File: src/rtl/oven_led_ctrl.sv
// Oven status-LED controller: picks a display mode from the oven condition
// inputs and turns it into a light pattern, with all timing from a tick
// prescaler.
//
//  state   | meaning
//  --------+-----------------------------------------------------------
//  M_OFF   | oven idle, LED dark
//  M_SOLID | heating element active, LED steadily lit
//  M_SLOW  | temperature reached, slow blink (SLOW_HALF ticks per half)
//  M_FAST  | door open while enabled, fast blink (FAST_HALF ticks per half)
//  M_DONE  | cooking finished, DONE_BLINKS fast on-pulses then dark
//  M_FAULT | fault present, LED toggles on every tick
module oven_led_ctrl #(
  parameter int TICK_DIV    = 1000,
  parameter int SLOW_HALF   = 50,
  parameter int FAST_HALF   = 10,
  parameter int DONE_BLINKS = 3
) (
  input  logic       clk,
  input  logic       reset,
  input  logic       oven_on,
  input  logic       heating,
  input  logic       temp_ok,
  input  logic       door_open,
  input  logic       fault,
  input  logic       cook_done,
  output logic       led,
  output logic [2:0] mode
);

  typedef enum logic [2:0] {
    M_OFF   = 3'd0,
    M_SOLID = 3'd1,
    M_SLOW  = 3'd2,
    M_FAST  = 3'd3,
    M_DONE  = 3'd4,
    M_FAULT = 3'd5
  } mode_t;

  localparam int MAX_HALF = (SLOW_HALF > FAST_HALF) ? SLOW_HALF : FAST_HALF;
  localparam int TW = $clog2(TICK_DIV);
  localparam int PW = $clog2(MAX_HALF + 1);
  localparam int BW = $clog2(DONE_BLINKS + 1);

  localparam logic [TW-1:0] TICK_LAST  = TW'(TICK_DIV - 1);
  localparam logic [PW-1:0] SLOW_LAST  = PW'(SLOW_HALF - 1);
  localparam logic [PW-1:0] FAST_LAST  = PW'(FAST_HALF - 1);
  localparam logic [BW-1:0] BLINK_LAST = BW'(DONE_BLINKS - 1);

  mode_t          mode_q, mode_d;
  logic           led_q, led_d;
  logic [TW-1:0]  tick_q, tick_d;
  logic [PW-1:0]  phase_q, phase_d;
  logic [BW-1:0]  blink_q, blink_d;
  logic           done_pending_q, done_pending_d;

  logic           abort;
  logic           start;
  logic           restart;
  logic           blinking;
  logic [PW-1:0]  phase_last;

  // Next-state: mode arbitration, prescaler, phase timing and done burst.
  always_comb begin
    abort          = fault | (oven_on & door_open);
    // A pulse arriving while a burst is playing is ignored; one arriving in
    // the same cycle as a higher-priority condition is discarded.
    start          = cook_done & ~abort & ~done_pending_q;
    done_pending_d = ~abort & (done_pending_q | start);

    if (fault)                     mode_d = M_FAULT;
    else if (oven_on & door_open)  mode_d = M_FAST;
    else if (done_pending_d)       mode_d = M_DONE;
    else if (oven_on & heating)    mode_d = M_SOLID;
    else if (oven_on & temp_ok)    mode_d = M_SLOW;
    else                           mode_d = M_OFF;

    // A fresh burst right after one ended keeps mode DONE but must still
    // start from a clean first phase.
    restart = (mode_d != mode_q) | start;

    case (mode_q)
      M_SLOW:  phase_last = SLOW_LAST;
      M_FAULT: phase_last = '0;
      default: phase_last = FAST_LAST;
    endcase

    blinking = (mode_q == M_SLOW) | (mode_q == M_FAST) | (mode_q == M_FAULT) |
               ((mode_q == M_DONE) & done_pending_q);

    led_d   = led_q;
    tick_d  = tick_q;
    phase_d = phase_q;
    blink_d = blink_q;

    if (restart) begin
      tick_d  = '0;
      phase_d = '0;
      blink_d = '0;
      led_d   = (mode_d != M_OFF);
    end else begin
      tick_d = (tick_q == TICK_LAST) ? '0 : tick_q + TW'(1);
      if ((tick_q == TICK_LAST) && blinking) begin
        if (phase_q == phase_last) begin
          phase_d = '0;
          led_d   = ~led_q;
          if ((mode_q == M_DONE) && led_q) begin
            if (blink_q == BLINK_LAST) begin
              done_pending_d = 1'b0;
              led_d          = 1'b0;
            end else begin
              blink_d = blink_q + BW'(1);
            end
          end
        end else begin
          phase_d = phase_q + PW'(1);
        end
      end
    end
  end

  // State registers with synchronous active-low reset.
  always_ff @(posedge clk) begin
    if (!reset) begin
      mode_q         <= M_OFF;
      led_q          <= 1'b0;
      tick_q         <= '0;
      phase_q        <= '0;
      blink_q        <= '0;
      done_pending_q <= 1'b0;
    end else begin
      mode_q         <= mode_d;
      led_q          <= led_d;
      tick_q         <= tick_d;
      phase_q        <= phase_d;
      blink_q        <= blink_d;
      done_pending_q <= done_pending_d;
    end
  end

  assign led  = led_q;
  assign mode = mode_q;

endmodule

File: config.mk
export PLATFORM = sky130hd
export DESIGN_NAME = oven_led_ctrl
export DESIGN_NICKNAME = d
export VERILOG_FILES = /design/src/rtl/oven_led_ctrl.sv
export SDC_FILE = /design/constraint.sdc
export NUM_CORES = 1
export LEC_CHECK = 0
export CAP_MARGIN = 20
export CORE_MARGIN = 3
export CORE_UTILIZATION = 55
export CTS_CLUSTER_SIZE = 24
export DETAILED_ROUTE_END_ITERATION = 12
export GPL_TIMING_DRIVEN = 0
export PLACE_DENSITY_LB_ADDON = 0.08
export SLEW_MARGIN = 20
export SYNTH_ARGS = -nofsm -noshare
export SYNTH_HDL_FRONTEND = slang
export SYNTH_SLANG_ARGS = --single-unit
File: constraint.sdc
create_clock -name clk -period 2.55 [get_ports clk]
set_input_delay 0.765 -clock clk [delete_from_list [all_inputs] [get_ports clk]]
set_output_delay 0.765 -clock clk [all_outputs]
set_load 0.02 [all_outputs]
==> results.md <==
* Final WL at roughly 2.6 mm
* Synth Net Count at 156
* DR iter-0 viols at 21
* Clk buf depth at 2
* Slowest CP cell: clkdlybuf4s50_1
* Initial Utilization at between 60 and 70%
* Synthesized area per cell at 8.50 um^2
* Worst relative slew slack at 63.5%
* Share of cells above drive strength 1 at 9.82%
* # hold bufs at CTS at 0
* CTS clk-pin slew, worst paths at 0.11 ns
* Max cap viols at 0
* # IOs at 12
* Placed inst area at 1380 um^2
* Die height at around 53 um
* H-tree Lvls at 1
* Largest stage delay on the critical path at approximately 0.45 ns
* Mapped Cells at 145
* Clk_skew at 0.00934 ns
* Worst setup EP type: flip-flop
* Peak supply drop at 0.350 mV
* Post-place setup slack at -0.840 ns
* Final Hold Vio Count at 0
* Power Total at 624 uW
* Core region area at 2040 um^2
* CTS root buffer: clkbuf_4
* TritonRoute pass-1 iters at 4
* Vias in the first global route at 1,021
* Final setup fails at 0
* Sum Neg Setup Slack at 0 ns
* Final Cell Area at 1470 um^2
* Crit-path cells: clkdlybuf4s50_1 -> nor4bb_4 -> or3_1 -> a221oi_2 -> nand3_2 -> buf_4 -> nor3_1
* Final slew viol count at 0
* Sequential share of the synthesized area at 37.4%
* Largest net degree at the start of global routing at 14
* Largest fanout on the critical path at 3
* Worst-Margin Slew at 0.548 ns
* Power Density at 424 nW/um^2
* RD Place Congestion at 0.722
* Most frequent cells in the layout: dfxtp_1 (23), nor3_1 (16), nor2_1 (9), clkdlybuf4s50_1 (9)
* Layout area overhead at 19.4%
* Final setup margin at 0.131 ns
* Crit path DAT at 2.65 ns
* Status: complete, no violations
* Port Buf Inserts at 11
* Drc violations at 0
* Post-route clock period utilization at a little over nine tenths
* WS Path Type: primary input to flip-flop
* Req. time, crit path at between 2 and 3 ns
* CTS Sinks at 23
* Cell area after synthesis at 1230 um^2
* Fmax at 413 MHz
* Layout fillers at 160
* CTS tree: done
* DR vias at 1,101
* Average wire per standard cell at between 10 and 15 um
* Die X at 53.3 um
* GR Util All Layers at 21.4%
* Number of flops mapped to enable cells by yosys at 0
* Final ANT Viol Nets at 0
* Crit start category: primary input
* Die ar. at 2840 um^2
* Initial antenna violation count at 0
* Total grt overflow at 0
* CTS Buf Count at 3
* Post-route insts no fill at 190
* Async set-reset flop share out of synthesis at 0%
* Netlist cell types at 41
* Vias/cell at about 5.8
* Most used DFF post-synth: dfxtp_1
* LEAKAGE at 0.490 nW
* First-pass GRT wire length at between 4 and 5 mm
* DP Cell Count at 183
* Final Net Count at 175
* Crit path time final at 2.42 ns
* Number of synthesized register bits at 23
* Commonest non-fill, non-tap cell in the layout: dfxtp_1
* Row count at 16
* Ant diodes at 0
* Yosys warns at 0
* Placed wire-length estimate at 1.92 mm
* Clk Latency, worst-skew pair at 0.31 ns
* HP Class: flip-flop to flip-flop
-- what timing repair did --
| action | 4_1_cts | 5_1_grt |
|---|---|---|
| gates resized for setup | 4 | 7 |
| setup endpoints to repair | 19 | 14 |
| buffers inserted | 3 | 0 |
| pin swaps | 3 | 3 |
-- logic make-up after synthesis --
logic type	after synthesis	share of synthesized area (%)
DFF	23	37.4
buffers and inverters	12	4.36
AOI/OAI and AO/OA	30	17.3
muxes	1	0.812
xor gates and xnor gates	12	8.53
adders and majority gates	3	3.05
and+or+nand+nor	64	28.6
-- sequential cells by signal, summed over array words and instances, names as in the netlist --
register / flops
done_pending_q: 1
blink_q: 2
mode: 3
phase_q: 6
led: 1
tick_q: 10
-- path summary, 6_finish.rpt --
kind | startpoint | endpoint | slack, ns | cells after the start
max | heating | tick_q[4] | 0.13 | 7
min | tick_q[0] | tick_q[0] | 0.50 | 1
max reg2reg | mode[2] | blink_q[1] | 0.23 | 6
min reg2reg | tick_q[0] | tick_q[0] | 0.50 | 1
-- stage by stage --
stage               util [%]  hold slack, ns
finish                  72.1           0.497
global route            72.1           0.547
detailed placement      67.4           0.488
floorplan                  -           0.458
global placement        67.4           0.474
CTS                     71.1           0.506
-- cell usage after synthesis (all sizes together) (2+ instances only) --
cell | count | share of area (%)
o21ai | 4 | 1.6
nor2 | 9 | 2.7
a21o | 3 | 1.8
ha | 3 | 3.0
nor2b | 2 | 1.0
xnor2 | 8 | 5.7
buf | 3 | 1.6
nor4bb | 4 | 3.2
inv | 6 | 1.8
or3 | 4 | 2.0
dfxtp | 23 | 37
clkbuf | 3 | 0.91
o211ai | 2 | 1.2
nand2 | 7 | 2.1
a221oi | 2 | 1.4
a21oi | 8 | 3.2
nor3 | 17 | 6.9
and2 | 2 | 1.0
nand3 | 7 | 2.8
a311oi | 2 | 1.4
nand4 | 3 | 1.5
xor2 | 4 | 2.8
and3 | 3 | 1.5
-- power breakdown --
part | switching (mW) | leakage [nW] | internal, mW
Combinational | 0.0430 | 0.286 | 0.0427
Clock | 0.107 | 0.0177 | 0.0587
Sequential | 0.00726 | 0.187 | 0.365
-- cell type report --
cell class	instances	area, um^2	share of cell area, %
Multi-Input combinational cell	110	756	51.4
Sequential cell	23	460	31.3
Timing Repair Buffer	14	138	9.35
Buffer	6	33.8	2.30
Tap cell	27	33.8	2.30
Clock buffer	3	22.5	1.53
Inverter	6	22.5	1.53
Clock inverter	1	5.00	0.340
-- worst max-delay path, delay by kind of cell --
family / cells / cell delay (ns)
AOI/OAI and AO/OA: 1 / 0.34
and+or+nand+nor: 4 / 0.91
buffers and inverters: 2 / 0.63
-- layer usage --
layer  wire, um  part of all wire (%)  vias up  global-route usage (%)
li1           -                     -      573                       -
met5          0                     0        -                       0
met1       1230                    48      511                    26.7
met2       1260                    49       15                    37.8
met3         71                   2.7        2                    3.38
met4         17                  0.66        0                    5.11
(Power assumes the default switching activity.)
